**src/rtl/dbf_sched_pkg.sv**
```systemverilog
// Shared definitions for the DBF beam scheduler: FSM encoding, default sizes
// and the packed weight-table word layout {cut, real, imag}.
package dbf_sched_pkg;

    localparam int NBEAM_DEF = 16;
    localparam int AW_DEF    = 4;
    localparam int WORD_W    = 35;

    typedef enum logic [1:0] {
        ST_IDLE = 2'd0,
        ST_LOAD = 2'd1,
        ST_RUN  = 2'd2,
        ST_DONE = 2'd3
    } sched_state_t;

    typedef struct packed {
        logic [2:0]  cut;
        logic [15:0] re;
        logic [15:0] im;
    } wt_word_t;

endpackage

```
**src/rtl/dbf_wt_ram.sv**
```systemverilog
// Beam weight table: one write port, one registered read port. A read and a
// write to the same address on the same edge returns the previous contents.
module dbf_wt_ram
    import dbf_sched_pkg::*;
#(
    parameter int NBEAM = NBEAM_DEF,
    parameter int AW    = AW_DEF
)(
    input  logic          i_clk,
    input  logic          i_rst,
    input  logic          i_we,
    input  logic [AW-1:0] i_waddr,
    input  wt_word_t      i_wdata,
    input  logic          i_re,
    input  logic [AW-1:0] i_raddr,
    output wt_word_t      o_rdata
);

    wt_word_t r_mem [NBEAM];
    wt_word_t r_rdata;

    // Storage is deliberately not reset so it maps onto plain RAM.
    always_ff @(posedge i_clk) begin
        if (i_we) begin
            r_mem[i_waddr] <= i_wdata;
        end
    end

    always_ff @(posedge i_clk or posedge i_rst) begin
        if (i_rst) begin
            r_rdata <= '0;
        end else if (i_re) begin
            r_rdata <= r_mem[i_raddr];
        end
    end

    assign o_rdata = r_rdata;

endmodule

```
**src/rtl/dbf_fy_beam_sched.sv**
```systemverilog
// Frame scheduler for the beamforming weight datapath: steps through beams,
// presents each beam's weights and gates the raw sample stream per beam window.
//
// state | meaning
// IDLE  | waiting for prt_start
// LOAD  | one cycle, reading weight entry beam_idx
// RUN   | gating win_len valid samples for the current beam
// DONE  | one-cycle frame_done pulse, then back to IDLE
module dbf_fy_beam_sched
    import dbf_sched_pkg::*;
#(
    parameter int NBEAM = NBEAM_DEF,
    parameter int AW    = AW_DEF
)(
    input  logic          clk,
    input  logic          rst,
    input  logic          cfg_we,
    input  logic [AW-1:0] cfg_addr,
    input  logic [15:0]   cfg_real,
    input  logic [15:0]   cfg_imag,
    input  logic [2:0]    cfg_cut,
    input  logic [AW:0]   beam_num,
    input  logic [15:0]   win_len,
    input  logic          prt_start,
    input  logic          data_in_valid,
    output logic [15:0]   ph_real,
    output logic [15:0]   ph_image,
    output logic          phase_data_valid,
    output logic [2:0]    fy_cut_ctl,
    output logic          data_gate_valid,
    output logic [AW-1:0] beam_idx,
    output logic          busy,
    output logic          frame_done,
    output logic          err_overrun
);

    localparam logic [AW:0] BN_MAX = (AW+1)'(NBEAM);
    localparam logic [AW:0] BN_ONE = (AW+1)'(1);

    sched_state_t  r_state;
    sched_state_t  w_state_nxt;
    logic [AW:0]   r_beam_num;
    logic [15:0]   r_win_len;
    logic [15:0]   r_smp_cnt;
    logic [AW-1:0] r_beam_idx;
    logic          r_pdv;
    logic          r_err;

    logic [AW:0]   w_bn_clamp;
    logic [15:0]   w_wl_clamp;
    logic          w_start;
    logic          w_load;
    logic          w_gate;
    logic          w_win_end;
    logic          w_last_beam;
    wt_word_t      w_wdata;
    wt_word_t      w_rdata;

    always_comb begin
        w_bn_clamp = beam_num;
        if (beam_num == '0 || beam_num > BN_MAX) begin
            w_bn_clamp = BN_MAX;
        end
        w_wl_clamp = (win_len == 16'd0) ? 16'd1 : win_len;
    end

    assign w_start     = prt_start && (r_state == ST_IDLE);
    assign w_load      = (r_state == ST_LOAD);
    assign w_win_end   = w_gate && (r_smp_cnt == r_win_len - 16'd1);
    assign w_last_beam = ({1'b0, r_beam_idx} == r_beam_num - BN_ONE);

    always_comb begin
        w_state_nxt     = r_state;
        w_gate          = 1'b0;
        busy            = 1'b1;
        frame_done      = 1'b0;
        case (r_state)
            ST_IDLE: begin
                busy = 1'b0;
                if (prt_start) begin
                    w_state_nxt = ST_LOAD;
                end
            end
            ST_LOAD: begin
                w_state_nxt = ST_RUN;
            end
            ST_RUN: begin
                w_gate = data_in_valid;
                if (w_win_end) begin
                    w_state_nxt = w_last_beam ? ST_DONE : ST_LOAD;
                end
            end
            ST_DONE: begin
                frame_done  = 1'b1;
                w_state_nxt = ST_IDLE;
            end
            default: begin
                w_state_nxt = ST_IDLE;
            end
        endcase
    end

    always_ff @(posedge clk or posedge rst) begin
        if (rst) begin
            r_state    <= ST_IDLE;
            r_beam_num <= '0;
            r_win_len  <= '0;
            r_smp_cnt  <= '0;
            r_beam_idx <= '0;
            r_pdv      <= 1'b0;
            r_err      <= 1'b0;
        end else begin
            r_state <= w_state_nxt;
            r_pdv   <= w_load;
            r_err   <= prt_start && busy;
            // Frame geometry is frozen here until the next accepted start.
            if (w_start) begin
                r_beam_num <= w_bn_clamp;
                r_win_len  <= w_wl_clamp;
                r_beam_idx <= '0;
            end else if (w_win_end && !w_last_beam) begin
                r_beam_idx <= r_beam_idx + AW'(1);
            end
            if (w_load) begin
                r_smp_cnt <= '0;
            end else if (w_gate) begin
                r_smp_cnt <= r_smp_cnt + 16'd1;
            end
        end
    end

    assign w_wdata = {cfg_cut, cfg_real, cfg_imag};

    dbf_wt_ram #(
        .NBEAM (NBEAM),
        .AW    (AW)
    ) u_wt_ram (
        .i_clk   (clk),
        .i_rst   (rst),
        .i_we    (cfg_we),
        .i_waddr (cfg_addr),
        .i_wdata (w_wdata),
        .i_re    (w_load),
        .i_raddr (r_beam_idx),
        .o_rdata (w_rdata)
    );

    assign ph_real          = w_rdata.re;
    assign ph_image         = w_rdata.im;
    assign fy_cut_ctl       = w_rdata.cut;
    assign phase_data_valid = r_pdv;
    assign data_gate_valid  = w_gate;
    assign beam_idx         = r_beam_idx;
    assign err_overrun      = r_err;

endmodule

```
**config.mk**
```make
export PLATFORM = sky130hd
export DESIGN_NAME = dbf_fy_beam_sched
export DESIGN_NICKNAME = d
export VERILOG_FILES = /design/src/rtl/dbf_sched_pkg.sv /design/src/rtl/dbf_wt_ram.sv /design/src/rtl/dbf_fy_beam_sched.sv
export SDC_FILE = /design/constraint.sdc
export NUM_CORES = 1
export LEC_CHECK = 0
export ABC_AREA = 1
export ABC_CLOCK_PERIOD_IN_PS = 2900
export CAP_MARGIN = 20
export CORE_MARGIN = 2
export CORE_UTILIZATION = 45
export DETAILED_ROUTE_END_ITERATION = 10
export SLEW_MARGIN = 20
export SYNTH_ARGS = -nofsm -noshare
export SYNTH_HDL_FRONTEND = slang
export SYNTH_SLANG_ARGS = --single-unit
```
**constraint.sdc**
```tcl
create_clock -name clk -period 2.9 [get_ports clk]
set_input_delay 0.29 -clock clk [delete_from_list [all_inputs] [get_ports clk]]
set_output_delay 0.29 -clock clk [all_outputs]
set_load 0.05 [all_outputs]
```
==> results by group, run 1 <==
Run status
  • Status: completed

Yosys
  • Synth warn: 0
  • Cells after Synth: 2163
  • Synth area leader: edfxtp_1
  • Post-Syn Area: 26000 µm²
  • Synth async-reset ratio: 12.5%
  • FF+latch count, synth: 640
  • Synth Flop Type: edfxtp_1
  • Register area share after synthesis: 72.4%
  • Share of Yosys cell area claimed by the top area cell type: 64.7%
  • Mapped Avg Cell Area: 12.0 µm²
  • Top cells by area, synth: edfxtp_1, dfrtp_1, nor2_1, o21ai_0, o22ai_1
  • Syn Nets: 2233
  • Synth cell types: 44
  • Post-synth EDFFs: 560

Setup path
  • Endpoint class of the critical path: primary output
  • CP bufs+invs: 3
  • CP delay by family, top: buffers and inverters
  • CP arrival: around 2.4 ns
  • Crit Path Class: reg -> out
  • Startpoint Class: flip-flop
  • Crit path max fanout: 11
  • CP max stage cell: clkdlybuf4s50_1
  • CP max stage delay: ~0.8 ns
  • Crit path cell chain: inv_2 > nor2_4 > nand2_2 > inv_1 > clkdlybuf4s50_1
  • CP required: 2.61 ns

Placement
  • I/O Buffers: 108
  • Placed cell areas: 28300 µm²
  • Hpwl dp: 33.8 mm
  • Routability Congestion: 0.886
  • Placed instance count: around 3.0k

Global route
  • Largest net degree at the start of global routing: about 100
  • Overall Global Routing Usage: 22.1%
  • Initial antenna violation count: 1
  • Vias in the first global route: 17.0k
  • First-pass GRT wire length: 100 mm
  • Gr ovfl total: 0

Power
  • Tot Pwr: approximately 0.023 W
  • Clock Power Share: 37.0%
  • Worst VDD drop: 0.000510 V
  • Portion of total power attributed to sequential cells: between 40% and 50%
  • PD cells: 770 nW/µm²
  • Combinational fraction of design power: 15.8%
  • Switch Pwr: 0.00650 W
  • Power Internal: 0.0170 W
  • Leak pwr: approximately 11 nW
  • Sw frac: ~28%

Die
  • Die area: 59700 µm²
  • Initial Utilization: 45.3%
  • Die width: roughly 240 µm
  • CORE AREA: 57400 µm²
  • # rows: roughly 90
  • Die Y: 244 µm
  • # IOs: 109

STA
  • Tcrit/Tclk final: 91.1%
  • Max-slew violations: 0
  • Setup violators final: 0
  • Final Hold Vio Count: 0
  • Worst Skew: ~0.026 ns
  • Slew headroom: 49.0%
  • Worst-Margin Slew: about 0.76 ns
  • Setup_tns: 0 ns
  • Peak Freq: 378 MHz
  • Tmin final: 2.64 ns
  • RSZ-0062 raised after global routing: no

Routing
  • DR pass1 iterations: 6
  • ANT nets after route: 0
  • WL final: 66.0 mm
  • Routed vias/inst: between 5 and 6
  • Via count: 17.5k
  • 1st-iter DRT viols: 1624
  • Wire per inst: 21.5 µm
  • Drt drc: 0

Clocking
  • Root buffer cell: clkbuf_16
  • CTS tree: yes
  • Setup Fix Bufs, Post-CTS: 0
  • Maximum clock path buffer count: 3
  • Clk slew on worst S/H paths: ~0.060 ns
  • Clock latency on the worst-skew pair: 0.61 ns
  • Hold_buf cts: 0
  • Sink Count: 640
  • CTS H-Tree Depth: 3
  • Resize count post-CTS: 0
  • CTS buffer count: 67

Layout
  • Commonest cells after routing, fill and taps aside: edfxtp_1, nor2_1, o21ai_0
  • Filler cells: between 4k and 5k
  • Layout cells sized above 1: approximately 8.6%
  • NumNets Final: 2324
  • Most common cell after layout, fill and taps aside: edfxtp_1
  • Core Util, Final: 53.2%
  • Final Cell Area: 30500 µm²
  • Cell Count, Final, Fillers Out: 3074
  • Syn-to-layout area delta: 17.3%

Hold path
  • Worst hold path type: in -> async

Flow run
  • Max Cap Viol: 0
[synthesized netlist by cell type, drive strengths merged (10+ instances only)]
cell type	n
buf	50
edfxtp	560
nand2	253
clkbuf	81
inv	64
nand4	10
nand3	32
nor2	433
o22ai	170
o21ai	366
dfrtp	80
[flip-flops by register name, indices dropped and copies added (netlist names)]
name	cells
u_wt_ram.r_mem	560
u_wt_ram.o_rdata	35
r_smp_cnt	16
r_win_len	16
r_beam_num	5
beam_idx	4
r_state	2
err_overrun	1
phase_data_valid	1
[power groups by stage]
stage / logic [W] / registers [W] / clock network, W
global placement: 0.00366 / 0.0112 / 0
CTS: 0.00372 / 0.0111 / 0.00885
floorplan: 0.00163 / 0.0119 / 0
finish: 0.00370 / 0.0111 / 0.00869
global route: 0.00405 / 0.0111 / 0.00922
detailed placement: 0.00370 / 0.0112 / 0
[metrics by stage]
step,hold WS [ns],setup WS [ns]
after floorplan,0.389,0.498
after detailed placement,0.469,0.649
final,0.116,0.258
after global placement,0.463,0.656
after CTS,0.135,0.232
after global routing,0.163,0.147
[area by class of cell]
| type | instances | area, µm² | area share (%) |
|---|---|---|---|
| Antenna cell | 1 | 2.50 | 0.00821 |
| Clock buffer | 97 | 1930 | 6.33 |
| Clock inverter | 26 | 309 | 1.01 |
| Inverter | 65 | 255 | 0.837 |
| Multi-Input combinational cell | 1327 | 6460 | 21.2 |
| Sequential cell | 640 | 18800 | 61.7 |
| Tap cell | 765 | 957 | 3.14 |
| Timing Repair Buffer | 153 | 1760 | 5.76 |
[path summary, 6_finish.rpt]
kind                                               endpoint                             start  cells past startpoint  slack [ns]
max                                         data_gate_valid            r_state[1]$_DFFE_PP0P_                      5        0.26
min                                r_smp_cnt[0]$_DFFE_PP0P_                               rst                      2        0.12
max reg2reg                u_wt_ram.o_rdata[24]$_DFFE_PP0P_           beam_idx[0]$_DFFE_PP0P_                      8        0.71
min reg2reg                u_wt_ram.o_rdata[18]$_DFFE_PP0P_  u_wt_ram.o_rdata[18]$_DFFE_PP0P_                      2        0.48
max in group asynchronous           beam_idx[2]$_DFFE_PP0P_                               rst                      3        2.08
min in group clk                      err_overrun$_DFF_PP0_                         prt_start                      3        0.27
[worst reg2reg max path, cell delays in order, from the launching register on]
cell and delay (ns):
dfrtp_4 0.59, inv_8 0.31, buf_12 0.44, o21ai_0 0.20
o22ai_1 0.16, nor2_1 0.07, o22ai_1 0.19, nand2_1 0.09
nand2_1 0.10
[layer usage]
layer  GRT usage [%]  wire length (µm)
met1            31.4             29100
met2            34.7             30700
met3            3.96              4540
met4            7.32              1680
met5               0                 0
[logic make-up after synthesis]
| family | count (synthesis) | synth area share [%] |
|---|---|---|
| AND/OR/NAND/NOR | 747 | 11.8 |
| AO/OA/AOI/OAI | 556 | 11.7 |
| adder cells (fa/ha/maj) | 5 | 0.241 |
| flip-flops | 640 | 72.4 |
| buffers and inverters | 196 | 3.31 |
| XOR/XNOR | 17 | 0.573 |
| multiplexers | 2 | 0.0770 |
(Power assumes the default switching activity.)
==> run 2: changes to the inputs <==
- SYNTH_HIERARCHICAL: unset -> 1
==> run 2 against run 1 <==
  * Clock skew fell by 0.0082 ns
  * Register-to-register slack lost 0.08 ns
  * Global-route usage up 0.13 points
  * Sequential cell count stayed put
  * Count of clock-buffer cells in the layout is 1 lower
  * Critical path type unchanged
  * Design area rose by 2.5%
  * Maximum frequency down 3.3%
  * Clock power down 1%
  * Routed wire length grew 2.7%
  * Synthesized cell count is 13% higher
  * First-iteration DRC count is 12% lower
==> results by group, run 2 <==
Routing
  • Post-Route M1 WL: a little under 30 mm
  • Top Layer Used: met4
  • Drt drc: 0
  • DR pass1 iterations: 5
  • WL final: 67.7 mm
  • Routed vias/inst: 5.38
  • Via count: 18.2k
  • 1st-iter DRT viols: 1437
  • ANT nets after route: 0
  • Wire length on met2: 33.2 mm
  • Met3 WL: 3.60 mm
  • Wire per inst: roughly 20 µm

Clocking
  • Clk slew on worst S/H paths: roughly 0.060 ns
  • Sink Count: 640
  • Resize count post-CTS: 0
  • CTS tree: yes
  • Root buffer cell: clkbuf_16
  • Maximum clock path buffer count: 3
  • Setup Fix Bufs, Post-CTS: 0
  • CTS H-Tree Depth: 3
  • CTS buffer count: 70
  • Clock latency on the worst-skew pair: 0.60 ns
  • Hold_buf cts: 0

Setup path
  • CP max stage delay: 0.87 ns
  • Worst r2r path cells: 12
  • Crit path max fanout: 10
  • CP required: 2.61 ns
  • CP max stage cell: clkdlybuf4s50_1
  • Crit path cell chain: inv_2 > nor2_2 > nand2_2 > clkinv_1 > clkdlybuf4s50_1
  • Crit Path Class: reg -> out
  • Endpoint class of the critical path: primary output
  • Startpoint Class: flip-flop
  • CP arrival: around 2.4 ns

Layout
  • NumNets Final: 2621
  • Commonest cells after routing, fill and taps aside: nand2_1, edfxtp_1, nand3_1
  • Layout cells sized above 1: 8.05%
  • Most common cell after layout, fill and taps aside: nand2_1
  • Max reg flops: 560
  • Multi-input gate area: 7220 µm²
  • Reg with most FFs: u_wt_ram/r_mem
  • Register area: approximately 19000 µm²
  • Filler cells: 5001
  • Syn-to-layout area delta: 16.9%
  • Final Cell Area: approximately 31000 µm²

Yosys
  • Synth warn: 6
  • Post-synth top cells: nand2_1, edfxtp_1, nand3_1
  • Area fraction in compound gates after synthesis: 0.800%
  • Synth cell types: 45
  • Synth async-reset ratio: approximately 13%
  • Register area share after synthesis: 70.4%
  • FF+latch count, synth: 640
  • Top-count cell post-synth: nand2_1
  • Xor/xnor cell area share of the yosys netlist: 0.524%
  • Syn Nets: 2522
  • Largest family of logic cells by synthesized area: simple AND/OR/NAND/NOR gates
  • Synth Flop Type: edfxtp_1
  • Top cells by area, synth: edfxtp_1, nand2_1, nand3_1, dfrtp_1, buf_2
  • Synth area leader: edfxtp_1
  • Post-synthesis simple-gate area fraction: 24.9%
  • Adder-cell area share of the yosys netlist: 0.234%
  • Multiplexer share of the synthesized area: 0.0749%
  • Post-synth EDFFs: 560
  • Share of Yosys cell area claimed by the top area cell type: 62.9%
  • Mapped Avg Cell Area: ~11 µm²
  • Cells after Synth: between 2k and 2.5k
  • Post-Syn Area: 26700 µm²

Global route
  • Initial antenna violation count: 0
  • Gr ovfl total: 0
  • First-pass GRT wire length: 104 mm
  • Overall Global Routing Usage: 22.3%
  • Vias in the first global route: roughly 18k
  • Largest net degree at the start of global routing: 124

Placement
  • I/O Buffers: 108
  • Placed cell areas: 29000 µm²
  • Hpwl dp: 36.0 mm
  • Routability Congestion: about 0.86

Power
  • Power Internal: 0.0172 W
  • Sw frac: a little under a third
  • Switch Pwr: 0.00751 W
  • Portion of total power attributed to sequential cells: 44.8%
  • Tot Pwr: approximately 0.025 W
  • Clock Power Share: 34.6%
  • Worst VDD drop: 0.000609 V
  • Combinational fraction of design power: 20.5%
  • PD cells: just under 800 nW/µm²
  • Leak pwr: roughly 12 nW

Run status
  • Status: completed

Hold path
  • Worst hold path type: in -> async

STA
  • Tcrit/Tclk final: 94.2%
  • Slew headroom: 52.1%
  • Setup_tns: 0 ns
  • Setup violators final: 0
  • RSZ-0062 raised after global routing: no
  • Worst-Margin Slew: 0.718 ns
  • Hold Slack: between 0.15 and 0.2 ns
  • Final Hold Vio Count: 0
  • Max-slew violations: 0
  • Worst Skew: 0.0175 ns
  • Tmin final: 2.73 ns
  • Peak Freq: 366 MHz

Die
  • # IOs: 109
  • # rows: 89
  • Die Y: ~250 µm
  • Die area: between 60000 and 70000 µm²
  • CORE AREA: 58900 µm²
  • Initial Utilization: 45.4%
  • Die width: approximately 250 µm

Flow run
  • Max Cap Viol: 0
## run 2: changes by cell type after synthesis, moves of 7 or more
cell | before | now
buf_1 | 2 | 11
buf_2 | 33 | 72
buf_4 | 10 | 3
clkbuf_1 | 76 | 38
inv_1 | 57 | 49
nand2_1 | 245 | 980
nand3_1 | 30 | 455
nor2_1 | 422 | 67
nor2_2 | 3 | 10
o21ai_0 | 278 | 18
o21ai_1 | 87 | 1
o22ai_1 | 170 | 1
## run 2: final timing paths
kind / startpoint / end / slack, ns
max: r_state[1]$_DFFE_PP0P_ / data_gate_valid / 0.17
min reg2reg: u_wt_ram/o_rdata[14]$_DFFE_PP0P_ / u_wt_ram/o_rdata[14]$_DFFE_PP0P_ / 0.48
min in group clk: prt_start / err_overrun$_DFF_PP0_ / 0.27
max reg2reg: r_win_len[0]$_DFFE_PP0P_ / beam_idx[1]$_DFFE_PP0P_ / 0.63
max in group asynchronous: rst / r_smp_cnt[13]$_DFFE_PP0P_ / 2.07
min: rst / r_win_len[6]$_DFFE_PP0P_ / 0.16
## run 2: power by group through the flow
| stage | Clock (W) | Sequential [W] | Combinational (W) |
|---|---|---|---|
| CTS | 0.00874 | 0.0111 | 0.00513 |
| floorplan | 0 | 0.0119 | 0.00251 |
| detailed placement | 0 | 0.0113 | 0.00510 |
| finish | 0.00856 | 0.0111 | 0.00508 |
| global route | 0.00907 | 0.0111 | 0.00557 |
| global placement | 0 | 0.0113 | 0.00505 |
## run 2: worst max-delay path: cells and delay by family (launching register included)
| family | cells | cell delay (ns) |
|---|---|---|
| flip-flops | 1 | 0.44 |
| AND/OR/NAND/NOR | 2 | 0.30 |
| buffers and inverters | 3 | 1.12 |
## run 2: cell type report
class	instances	area share (%)
flip-flops and latches	640	60.2
multi-input cells	1622	23.1
clock buffers	96	6.32
repair buffers	153	5.62
well taps	773	3.09
clock inverters	34	0.821
inverters	64	0.801
diodes	1	0.00801
## run 2: kinds of logic after synthesis
group / after synthesis
compound gates: 38
buf+inv: 190
mux: 2
simple gates: 1561
flops: 640
fa+ha+maj: 5
xor+xnor: 16
## run 2: layer usage
| layer | GRT usage (%) | vias up |
|---|---|---|
| li1 | - | 8591 |
| met1 | 29.4 | 8992 |
| met2 | 37.9 | 495 |
| met3 | 3.35 | 110 |
| met4 | 7.15 | 0 |
| met5 | 0 | - |
## run 2: metrics by stage
stage,util [%],instances,setup WS [ns]
2_1_floorplan,-,2452,0.487
3_3_place_gp,49.3,3252,0.617
3_5_place_dp,49.3,3252,0.609
4_1_cts,53.1,3382,0.131
5_1_grt,53.1,3382,0.0624
6_report,53.1,3383,0.168
==> run 3: changes to the inputs <==
- CORE_UTILIZATION: 45 -> 35
==> run 3 against run 2 <==
  * Critical path depth is the same
  * Routed wire length grew 5.2%
  * Critical endpoint unchanged
  * Largest power group unchanged
  * Via count grew 1.5%
  * Sequential share of layout area shrank 0.47 points
==> results by group, run 3 (synthesized netlist as in run 2, its figures left out) <==
Routing
  • Routed vias/inst: 5.16
  • Wire per inst: between 15 and 20 µm
  • ANT nets after route: 0
  • WL final: 71.2 mm
  • Drt drc: 0
  • DR pass1 iterations: 5
  • 1st-iter DRT viols: 1656
  • Via count: 18.5k

STA
  • Tcrit/Tclk final: 90.4%
  • Worst Skew: 0.0203 ns
  • Max-slew violations: 0
  • Setup_tns: 0 ns
  • Setup violators final: 0
  • Worst-Margin Slew: 0.693 ns
  • Tmin final: 2.62 ns
  • Slew headroom: 53.7%
  • Final Hold Vio Count: 0
  • Peak Freq: 381 MHz
  • RSZ-0062 raised after global routing: no

Setup path
  • RR Endpoint: u_wt_ram/o_rdata[26]$_DFFE_PP0P_
  • Crit Path Class: reg -> out
  • Crit path cell chain: inv_2 > nor2_2 > nand2_2 > clkinv_1 > clkdlybuf4s50_1
  • RR Startpoint: beam_idx[0]$_DFFE_PP0P_
  • CP bufs+invs: 3
  • R2R Setup Slk: roughly 0.7 ns
  • CP max stage delay: 0.81 ns
  • CP max stage cell: clkdlybuf4s50_1
  • Startpoint Class: flip-flop
  • Crit path max fanout: 8
  • CP required: between 2 and 3 ns
  • Worst r2r path cells: 10
  • CP delay by family, top: buffers and inverters
  • Endpoint class of the critical path: primary output
  • CP arrival: between 2 and 2.5 ns

Global route
  • Overall Global Routing Usage: 18.0%
  • First-pass GRT wire length: 108 mm
  • Initial antenna violation count: 4
  • Gr ovfl total: 0
  • Largest net degree at the start of global routing: 148
  • Vias in the first global route: 18.2k

Layout
  • NumNets Final: 2618
  • Filler cells: between 7k and 8k
  • Commonest cells after routing, fill and taps aside: nand2_1, edfxtp_1, nand3_1
  • Layout cells sized above 1: 7.80%
  • Most common cell after layout, fill and taps aside: nand2_1
  • Antenna cells: 0
  • Syn-to-layout area delta: 17.8%
  • Core Util, Final: 41.6%
  • Cell Count, Final, Fillers Out: 3580
  • Reg with most FFs: u_wt_ram/r_mem
  • Max reg flops: 560

Die
  • Die area: 78600 µm²
  • CORE AREA: 75800 µm²
  • # IOs: 109
  • Die Y: 280 µm
  • Die width: 280 µm
  • Initial Utilization: 35.3%
  • # rows: 101

Clocking
  • Clk slew on worst S/H paths: 0.06 ns
  • Hold_buf cts: 0
  • CTS H-Tree Depth: 3
  • Sink Count: 640
  • Clock latency on the worst-skew pair: 0.61 ns
  • CTS tree: yes
  • Resize count post-CTS: 0
  • Root buffer cell: clkbuf_16
  • CTS buffer count: 67
  • Maximum clock path buffer count: 3
  • Setup Fix Bufs, Post-CTS: 0

Flow run
  • Max Cap Viol: 0

Placement
  • I/O Buffers: 108
  • Hpwl dp: 39.1 mm
  • Routability Congestion: 0.913
  • Placed instance count: 3457

Power
  • Leak pwr: roughly 12 nW
  • PD cells: 795 nW/µm²
  • Worst VDD drop: 0.000666 V

Run status
  • Status: completed

Hold path
  • Worst hold path type: in -> async
run 3: area by class of cell:
class | count | area, µm² | share of cell area, %
flip-flops and latches | 640 | 18800 | 59.8
multi-input cells | 1622 | 7220 | 22.9
clock buffers | 96 | 1870 | 5.93
repair buffers | 153 | 1770 | 5.62
well taps | 978 | 1220 | 3.88
clock inverters | 27 | 344 | 1.09
inverters | 64 | 250 | 0.794
run 3: through the flow:
stage          hold slack, ns  worst slack (ns)  instance area, µm²  power (W)
2_1_floorplan           0.389             0.487               26700     0.0145
3_3_place_gp            0.465             0.714               29300     0.0165
3_5_place_dp            0.468             0.669               29300     0.0165
4_1_cts                0.0772             0.236               31500     0.0252
5_1_grt                 0.102             0.151               31500     0.0261
6_report               0.0841             0.278               31500     0.0250
run 3: worst max path at each step:
stage | from | endpoint | slack, ns | cells after the start
after floorplan | cfg_addr[2] | u_wt_ram/r_mem[10][0]$_DFFE_PP_ | 0.49 | 2
after global placement | beam_idx[1]$_DFFE_PP0P_ | u_wt_ram/o_rdata[14]$_DFFE_PP0P_ | 0.71 | 9
after detailed placement | cfg_addr[3] | u_wt_ram/r_mem[5][34]$_DFFE_PP_ | 0.67 | 4
after CTS | r_state[1]$_DFFE_PP0P_ | data_gate_valid | 0.24 | 5
after global routing | r_state[1]$_DFFE_PP0P_ | data_gate_valid | 0.15 | 5
final | r_state[1]$_DFFE_PP0P_ | data_gate_valid | 0.28 | 5
run 3: power breakdown:
group	total (W)	switching (W)	internal [W]
sequential	0.0111	0.000503	0.0106
combinational	0.00522	0.00366	0.00156
clock	0.00870	0.00355	0.00515
total	0.0250	0.00772	0.0173
run 3: layer usage:
metal	share of wire, %	up-vias	track usage (%)
li1	-	8575	-
met1	43	9058	24.4
met2	47	698	29.6
met3	7.7	129	3.48
met4	2.4	6	5.10
met5	0.048	-	0
